<file path="src/rtl/ethernet_frame_unpadding_512.sv">
// Strips Ethernet minimum-size padding from IPv4 frames on a 512-bit AXI-Stream path.
//
// The output frame length is cut to 14 + IPv4 total length when that is shorter than
// the received frame. All other frames pass through byte-identical. tdata is never
// modified. Only tkeep and tlast change on a trimmed frame.
//
// Ports:
//   aclk, aresetn            clock, asynchronous active-low reset
//   s_axis_*                 RX frames from the CMAC side (tvalid/tready/tdata/tkeep/tlast)
//   m_axis_*                 trimmed frames to the user side, one register stage
//   trim_count               number of frames shortened since reset (wraps)
module ethernet_frame_unpadding_512 (
  input  logic         aclk,
  input  logic         aresetn,
  input  logic         s_axis_tvalid,
  output logic         s_axis_tready,
  input  logic [511:0] s_axis_tdata,
  input  logic [63:0]  s_axis_tkeep,
  input  logic         s_axis_tlast,
  output logic         m_axis_tvalid,
  input  logic         m_axis_tready,
  output logic [511:0] m_axis_tdata,
  output logic [63:0]  m_axis_tkeep,
  output logic         m_axis_tlast,
  output logic [31:0]  trim_count
);

  typedef enum logic [1:0] {StIdle, StCount, StThru, StDrop} state_e;

  state_e       state_q, state_d;
  logic [16:0]  rem_q, rem_d;
  logic [31:0]  trim_q, trim_d;
  logic         out_valid_q, out_valid_d;
  logic [511:0] out_data_q, out_data_d;
  logic [63:0]  out_keep_q, out_keep_d;
  logic         out_last_q, out_last_d;

  logic         s_fire;
  logic [15:0]  ethertype;
  logic [15:0]  total_len;
  logic [16:0]  frame_len;
  logic         is_ipv4;
  logic [16:0]  cur_rem;
  logic [6:0]   rem_bytes;
  logic [63:0]  rem_mask;
  logic         do_count;
  logic         emit;
  logic [63:0]  emit_keep;
  logic         emit_last;

  // Header fields are only meaningful on the first beat (StIdle).
  assign ethertype = {s_axis_tdata[103:96], s_axis_tdata[111:104]};
  assign total_len = {s_axis_tdata[135:128], s_axis_tdata[143:136]};
  assign frame_len = 17'd14 + {1'b0, total_len};
  assign is_ipv4   = (ethertype == 16'h0800) && (total_len >= 16'd20);

  // Bytes still owed to the output, including the current beat.
  assign cur_rem   = (state_q == StIdle) ? frame_len : rem_q;
  assign rem_bytes = cur_rem[6:0];
  // First rem_bytes lanes set; only used when 1 <= cur_rem <= 64.
  assign rem_mask  = {64{1'b1}} >> (7'd64 - rem_bytes);

  // DROP sinks beats regardless of the output stage; reset forces ready low.
  assign s_axis_tready = aresetn &
                         ((state_q == StDrop) | ~out_valid_q | m_axis_tready);
  assign s_fire        = s_axis_tvalid & s_axis_tready;

  always_comb begin
    state_d     = state_q;
    rem_d       = rem_q;
    trim_d      = trim_q;
    do_count    = 1'b0;
    emit        = 1'b0;
    emit_keep   = s_axis_tkeep;
    emit_last   = s_axis_tlast;
    out_valid_d = out_valid_q;
    out_data_d  = out_data_q;
    out_keep_d  = out_keep_q;
    out_last_d  = out_last_q;

    if (s_fire) begin
      unique case (state_q)
        StIdle: begin
          if (is_ipv4) begin
            do_count = 1'b1;
          end else begin
            emit    = 1'b1;
            state_d = s_axis_tlast ? StIdle : StThru;
          end
        end
        StCount: do_count = 1'b1;
        StThru: begin
          emit = 1'b1;
          if (s_axis_tlast) state_d = StIdle;
        end
        StDrop: begin
          if (s_axis_tlast) state_d = StIdle;
        end
      endcase

      if (do_count) begin
        emit = 1'b1;
        if (cur_rem <= 17'd64) begin
          emit_keep = s_axis_tkeep & rem_mask;
          emit_last = 1'b1;
          rem_d     = '0;
          if (!s_axis_tlast) begin
            state_d = StDrop;
            trim_d  = trim_q + 32'd1;
          end else begin
            state_d = StIdle;
            // Last beat already ends the frame: only count if padding lanes were cut.
            if ((s_axis_tkeep & ~rem_mask) != '0) trim_d = trim_q + 32'd1;
          end
        end else if (s_axis_tlast) begin
          // Frame shorter than the IPv4 length claims: leave it alone.
          rem_d   = '0;
          state_d = StIdle;
        end else begin
          rem_d   = cur_rem - 17'd64;
          state_d = StCount;
        end
      end
    end

    // emit only happens when the output slot is free or draining this cycle.
    if (emit) begin
      out_valid_d = 1'b1;
      out_data_d  = s_axis_tdata;
      out_keep_d  = emit_keep;
      out_last_d  = emit_last;
    end else if (m_axis_tready) begin
      out_valid_d = 1'b0;
    end
  end

  always_ff @(posedge aclk or negedge aresetn) begin
    if (!aresetn) begin
      state_q     <= StIdle;
      rem_q       <= '0;
      trim_q      <= '0;
      out_valid_q <= 1'b0;
      out_data_q  <= '0;
      out_keep_q  <= '0;
      out_last_q  <= 1'b0;
    end else begin
      state_q     <= state_d;
      rem_q       <= rem_d;
      trim_q      <= trim_d;
      out_valid_q <= out_valid_d;
      out_data_q  <= out_data_d;
      out_keep_q  <= out_keep_d;
      out_last_q  <= out_last_d;
    end
  end

  assign m_axis_tvalid = out_valid_q;
  assign m_axis_tdata  = out_data_q;
  assign m_axis_tkeep  = out_keep_q;
  assign m_axis_tlast  = out_last_q;
  assign trim_count    = trim_q;

endmodule

</file>
<file path="config.mk">
export PLATFORM = sky130hd
export DESIGN_NAME = ethernet_frame_unpadding_512
export DESIGN_NICKNAME = d
export VERILOG_FILES = /design/src/rtl/ethernet_frame_unpadding_512.sv
export SDC_FILE = /design/constraint.sdc
export NUM_CORES = 1
export LEC_CHECK = 0
export BUFFER_PORTS_ARGS = -buffer_cell sky130_fd_sc_hd__buf_2
export CORE_AREA = 2 2 470 472
export DETAILED_ROUTE_END_ITERATION = 7
export DIE_AREA = 0 0 472 474
export GPL_TIMING_DRIVEN = 0
export SETUP_SLACK_MARGIN = 0.2
export SYNTH_ARGS = -nofsm -noshare
export SYNTH_HDL_FRONTEND = slang
export SYNTH_SLANG_ARGS = --single-unit
export TNS_END_PERCENT = 50
</file>
<file path="constraint.sdc">
create_clock -name aclk -period 15.4 [get_ports aclk]
set_clock_uncertainty 0.05 [all_clocks]
set_input_delay 2.31 -clock aclk [delete_from_list [all_inputs] [get_ports aclk]]
set_output_delay 2.31 -clock aclk [all_outputs]
set_load 0.005 [all_outputs]
</file>
==> results.sh, run 1 <==
export IMPL_synth_main_ff_cell="dfrtp_1"
export IMPL_post_cts_buffers=0
export IMPL_yosysWarnings=0
export IMPL_hp_class="flop to flop"
export IMPL_synth_cells=3115
export IMPL_setup_viol=0
export IMPL_clk_pin_slew_ns=0.05
export IMPL_drt_initial_drc_count=2310
export IMPL_maxCapViolCount=0
export IMPL_grt_start_max_net_pins=117
export IMPL_final_cell_area_um2=39300
export IMPL_ios=1192
export IMPL_dpl_cell_area_um2=36400
export IMPL_ctsLongestPathBuffers=3
export IMPL_fmax_ghz=0.141
export IMPL_p_int_mw=3.51
export IMPL_path_common_cell="nor2_1"
export IMPL_slowest_delay_ns=0.59
export IMPL_grt_pass1_vias=28100
export IMPL_crit_family="simple AND/OR/NAND/NOR gates"
export IMPL_dr_pass1_iters=5
export IMPL_cts_buffers=81
export IMPL_worst_slew_pin_slew_ns=1.23
export IMPL_peakVddDrop_v=0.0000743
export IMPL_grt_pass1_wl_mm=260
export IMPL_clock_latency_ns=0.71
export IMPL_power_density_nw_per_um2=136
export IMPL_syn_to_final_growth_pct=47.2
export IMPL_total_power_mw=5.35
export IMPL_maxSlewHeadroom_pct=18.0
export IMPL_finalNonFillerCells=7345
export IMPL_drive_gt1_share_pct=31.0
export IMPL_fillers=24900
export IMPL_grt_usage_pct=17.2
export IMPL_yosysTopAreaCell="dfrtp_1"
export IMPL_crit_chain="buf_2, nor2_1, a21oi_1, ha_1, or3b_2, o22ai_1, nand2_1, nor2_1, nand3_1, a311oi_1, nand4b_1, or4_1, nor4_4, buf_4, buf_6, nor3_1, xor2_1"
export IMPL_combPwrFrac_pct=23.4
export IMPL_detailedPlace_worstSlack_ns=7.86
export IMPL_synthTopCellsByArea="dfrtp_1 59%, nand2_1 24%, o21ai_0 2.5%"
export IMPL_wl_per_cell_um=27.1
export IMPL_drc=0
export IMPL_start_util_pct=12.2
export IMPL_nets=4982
export IMPL_worst_ep_required_time_ns=15.92
export IMPL_drtAntennaViolNets=0
export IMPL_tritoncts="yes"
export IMPL_synth_edf_count=0
export IMPL_arrival_ns=7.60
export IMPL_yosysUniqueCellTypes=82
export IMPL_viasPerCell=3.87
export IMPL_finalHoldViolCount=0
export IMPL_die_w_um=472
export IMPL_clkPwrFrac_pct=38.5
export IMPL_gp_congestion=0.997
export IMPL_hold_buffers=0
export IMPL_dieArea_um2=224000
export IMPL_rows=172
export IMPL_switchingPower_mw=1.84
export IMPL_end_kind="flop"
export IMPL_synth_net_count=3704
export IMPL_drv_slew=0
export IMPL_crit_fanout=10
export IMPL_outcome="complete, no violations"
export IMPL_min_period_ns=7.08
export IMPL_die_height_um=474
export IMPL_ys_seq_area_share_pct=59.0
export IMPL_grt_setup_unrepaired="false"
export IMPL_cts_resized_gates=0
export IMPL_pwr_share_seq_pct=38.1
export IMPL_routed_wl_mm=199
export IMPL_fin_ws_ns=8.32
export IMPL_core_area_um2=219000
export IMPL_swShare_pct=34.5
export IMPL_place_inst=7181
export IMPL_vias=28500
export IMPL_ys_ff_latch=629
export IMPL_cp_slowest_cell="nand3_1"
export IMPL_p_leak_nw=20.7
export IMPL_grt_ovfl_total=0
export IMPL_numPortBuffers=1188
export IMPL_async_flop_share_pct=100
export IMPL_netlist_area_leader_share_pct=59.0
export IMPL_fin_crit_sh_pct=46.0
export IMPL_crit_buf_inv=3
export IMPL_antenna_found_initial=56
export IMPL_start_kind="input pin"
export IMPL_post_dp_hpwl_mm=169
export IMPL_root_buffer="clkbuf_16"
export IMPL_syn_area_um2=26700
export IMPL_synth_avg_cell_area_um2=8.57
export IMPL_critical_path_class="input pin to flop"
export IMPL_clock_sinks=629
export IMPL_h_tree_depth=3
synth_stat cells (all sizes together), types with 3 or more instances:
cell type  count
a211oi         6
a21boi         3
a21o           3
a21oi         68
a221oi         3
a22o           4
a31oi         11
and2           3
and3           9
and4           6
buf           32
clkbuf       142
dfrtp        629
ha             8
inv           25
mux2i          5
nand2       1690
nand2b         8
nand3         34
nand4         15
nand4b         3
nor2          51
nor2b          9
nor3          39
nor3b          5
nor4          26
nor4b          4
o2111ai        3
o211ai         3
o21ai        134
o22ai          7
o311ai         4
o31a           6
o31ai         13
or2            4
or3            4
or4            6
or4b           3
xnor2         16
xor2          37
per-stage QoR:
stage | TNS, ns | hold slack, ns | util (%)
3_3_place_gp | -3873.22 | 0.405 | 16.6
5_1_grt | 0 | 0.431 | 18.0
3_5_place_dp | 0 | 0.406 | 16.7
2_1_floorplan | 0 | 0.399 | -
6_report | 0 | 0.418 | 18.0
4_1_cts | 0 | 0.421 | 17.9
tightest hold or removal path: stages, from the launching register on:
cell,delay (ns)
dfrtp_1,0.33
nand2_1,0.05
nand2_1,0.05
cell type report:
type / count / area (um2) / area share, %
multi-input combinational: 2287 / 10100 / 25.8
inverter: 25 / 93.8 / 0.239
timing repair buffer: 1195 / 6150 / 15.6
clock inverter: 38 / 533 / 1.36
antenna: 19 / 47.5 / 0.121
tap: 2871 / 3590 / 9.14
buffer: 174 / 711 / 1.81
clock buffer: 107 / 2280 / 5.79
sequential: 629 / 15700 / 40.1
power groups by stage:
stage	Combinational, mW	Sequential [mW]	Clock [mW]
final	1.25	2.04	2.06
after global routing	1.36	2.07	2.18
after CTS	1.27	2.04	2.13
after detailed placement	1.26	2.06	0
after global placement	1.26	2.05	0
after floorplan	0.400	2.07	0
path summary, 6_finish.rpt:
path / from / endpoint / slack (ns) / depth (start not counted)
max in group asynchronous: aresetn / m_axis_tdata[219] / 11.31 / 4
setup / recovery: s_axis_tdata[137] / trim_count[12] / 8.32 / 17
hold reg to reg: m_axis_tdata[185] / m_axis_tdata[185] / 0.42 / 2
setup reg to reg: state_q[1] / trim_count[12] / 8.88 / 18
min in group asynchronous: aresetn / m_axis_tkeep[37] / 1.60 / 1
hold / removal: m_axis_tdata[185] / m_axis_tdata[185] / 0.42 / 2
routing by layer:
metal  GRT usage [%]  routed length, um  vias to the layer above  part of all wire [%]
li1                -                  -                    12500                     -
met1            19.9              76400                    14100                    38
met2            28.3              92900                     1505                    47
met3            6.77              21000                      280                    11
met4            6.79               8480                       24                   4.3
met5               0                150                        -                 0.075
placed cells by master (no fill, tap or decap), types with 6 or more instances in the layout:
cell type	Yosys	final
nand2_1	1690	1690
buf_2	11	1198
dfrtp_1	629	629
clkbuf_1	141	146
o21ai_0	131	131
clkbuf_16	0	82
a21oi_1	65	65
nor2_1	50	50
xor2_1	37	37
nor3_1	36	36
nand3_1	32	32
inv_1	23	23
nor4_1	23	23
diode_2	0	19
xnor2_1	16	16
nand4_1	14	14
buf_1	13	13
clkbuf_8	0	13
a31oi_1	11	11
o31ai_1	11	11
bufinv_16	0	10
clkinvlp_4	0	10
nor2b_1	9	9
and3_1	9	9
nand2b_1	8	8
clkbuf_2	1	8
ha_1	8	8
clkinv_2	0	8
buf_4	7	7
o22ai_1	7	7
buf_16	0	7
and4_1	6	6
a211oi_1	6	6
o31a_1	6	6
or4_1	6	6
registers in the layout, summed over array words and instances (netlist names):
signal and flops:
trim_count 32, m_axis_tlast 1, m_axis_tdata 512, rem_q 17, state_q 2, m_axis_tvalid 1
m_axis_tkeep 64
kinds of logic (layout without fill, tap and decap cells):
| family | after synthesis | count (layout) | share of synthesized area (%) |
|---|---|---|---|
| fa+ha+maj | 8 | 8 | 0.375 |
| compound gates | 297 | 297 | 6.73 |
| mux | 6 | 6 | 0.230 |
| simple gates | 1923 | 1923 | 29.0 |
| flops | 629 | 629 | 59.0 |
| other cells | 0 | 19 | 0 |
| xor+xnor | 53 | 53 | 1.74 |
| buf+inv | 199 | 1539 | 2.98 |
Power figures use the tool's default switching activity.
==> inputs of run 2 (changes only) <==
- clock period: 15.4 -> 5.8 ns (I/O delays scaled with it)
==> run 2 against run 1 <==
  * Worst setup slack got worse by 8.0 ns
  * Sequential power increased to 2.7 times the previous value
  * Count of clock-buffer cells in the layout unchanged
  * Utilization increased by 0.094 points
  * Combinational power increased to 2.7 times the previous value
  * Largest power group unchanged
  * Critical path depth increased by 3
  * Non-clock buffer count increased by 7
  * Critical endpoint unchanged
  * Total power increased to 2.7 times the previous value
  * Highest routed layer unchanged
  * Hold slack got worse by 0.25 ns
  * Design area increased by 0.52%
==> results.sh, run 2 (same netlist as run 1, synthesis figures left out) <==
export IMPL_critical_path_class="flop to flop"
export IMPL_start_kind="flop"
export IMPL_grt_pass1_vias=28100
export IMPL_ctsLongestPathBuffers=3
export IMPL_total_power_mw=14.3
export IMPL_crit_buf_inv=6
export IMPL_crit_family="simple AND/OR/NAND/NOR gates"
export IMPL_fin_util_pct=18.1
export IMPL_power_density_nw_per_um2=361
export IMPL_dr_pass1_iters=5
export IMPL_drive_gt1_share_pct=31.7
export IMPL_cts_buffers=81
export IMPL_cp_slowest_cell="or3b_2"
export IMPL_dieArea_um2=224000
export IMPL_grt_ovfl_total=0
export IMPL_min_period_ns=5.44
export IMPL_slowest_delay_ns=0.48
export IMPL_fmax_ghz=0.184
export IMPL_grt_setup_unrepaired="false"
export IMPL_fin_crit_sh_pct=93.8
export IMPL_gp_congestion=0.997
export IMPL_drtAntennaViolNets=0
export IMPL_syn_to_final_growth_pct=48.0
export IMPL_outcome="complete, no violations"
export IMPL_setup_viol=0
export IMPL_rr_startpoint="state_q[1]"
export IMPL_finalNonFillerCells=7350
export IMPL_path_common_cell="buf_6"
export IMPL_vias=28600
export IMPL_place_inst=7181
export IMPL_fin_ws_ns=0.360
export IMPL_rows=172
export IMPL_hp_class="input pin to async pin"
export IMPL_fin_setup_tns_ns=0
export IMPL_wl_per_cell_um=27.1
export IMPL_core_area_um2=219000
export IMPL_root_buffer="clkbuf_16"
export IMPL_post_dp_hpwl_mm=169
export IMPL_grt_pass1_wl_mm=260
export IMPL_maxCapViolCount=0
export IMPL_crit_chain="or2_1, buf_2, clkbuf_4, mux2i_2, ha_2, or3b_2, o22a_2, xnor2_1, buf_4, clkbuf_2, o31ai_2, o21ai_1, nor3_2, o22ai_1, a2111o_1, nor4_4, buf_6, buf_6, nor3_1, xor2_1"
export IMPL_die_w_um=472
export IMPL_start_util_pct=12.2
export IMPL_p_leak_nw=20.8
export IMPL_maxSlewHeadroom_pct=11.8
export IMPL_grt_start_max_net_pins=117
export IMPL_finalHoldViolCount=0
export IMPL_numPortBuffers=1188
export IMPL_h_tree_depth=3
export IMPL_crit_path_start="state_q[1]"
export IMPL_viasPerCell=3.89
export IMPL_die_height_um=474
export IMPL_nets=4989
export IMPL_largest_reg_flops=512
export IMPL_mostFrequentLayoutCells="1688 x nand2_1, 1198 x buf_2, 629 x dfrtp_1"
export IMPL_tritoncts="yes"
export IMPL_detailedPlace_worstSlack_ns=-0.442
export IMPL_hold_buffers=0
export IMPL_worst_slew_pin_slew_ns=1.32
export IMPL_drv_slew=0
export IMPL_drt_initial_drc_count=2301
export IMPL_ios=1192
export IMPL_fin_hold_ws_ns=0.164
export IMPL_dpl_cell_area_um2=36400
export IMPL_end_kind="flop"
export IMPL_worst_ep_required_time_ns=6.32
export IMPL_arrival_ns=5.96
export IMPL_clock_sinks=629
export IMPL_clock_latency_ns=0.71
export IMPL_antenna_found_initial=56
export IMPL_clk_pin_slew_ns=0.07
export IMPL_layout_commonest_cell="nand2_1"
export IMPL_routed_wl_mm=199
export IMPL_crit_fanout=10
export IMPL_drc=0
export IMPL_grt_usage_pct=17.2
export IMPL_peakVddDrop_v=0.000198
export IMPL_final_cell_area_um2=39500
-- run 2: final cells by class --
class                   instances  area, um2
fillers                     24900     179000
flip-flops and latches        629      15700
multi-input cells            2287      10300
repair buffers               1202       6200
well taps                    2871       3590
clock buffers                 107       2280
plain buffers                 174        726
clock inverters                38        533
inverters                      25       93.8
diodes                         17       42.5
-- run 2: final timing paths --
check                                    endpoint  slack (ns)  cells past startpoint
worst max register to register     trim_count[12]        0.36                     20
worst max-delay path               trim_count[12]        0.36                     20
max in group asynchronous       m_axis_tdata[227]        3.16                      4
worst min register to register  m_axis_tdata[185]        0.42                      2
min in group aclk               m_axis_tdata[426]        0.30                      3
worst min-delay path             m_axis_tkeep[37]        0.16                      1
-- run 2: timing repair --
action,4_1_cts,5_1_grt
resized for setup,23,20
setup endpoints to repair,38,39
buffers inserted,0,7
pin swaps,1,7
-- run 2: where the power goes --
| group | internal [mW] | leakage, nW | switching, mW |
|---|---|---|---|
| logic | 1.08 | 11.6 | 2.30 |
| registers | 5.03 | 7.87 | 0.381 |
| clock network | 3.22 | 1.35 | 2.25 |
| total | 9.34 | 20.8 | 4.93 |
-- run 2: metal layers --
layer | GRT usage (%) | vias up | routed length, um
li1 | - | 12600 | -
met1 | 19.9 | 14200 | 76200
met2 | 28.4 | 1568 | 93000
met3 | 6.80 | 273 | 21300
met4 | 6.70 | 26 | 8290
met5 | 0 | - | 156
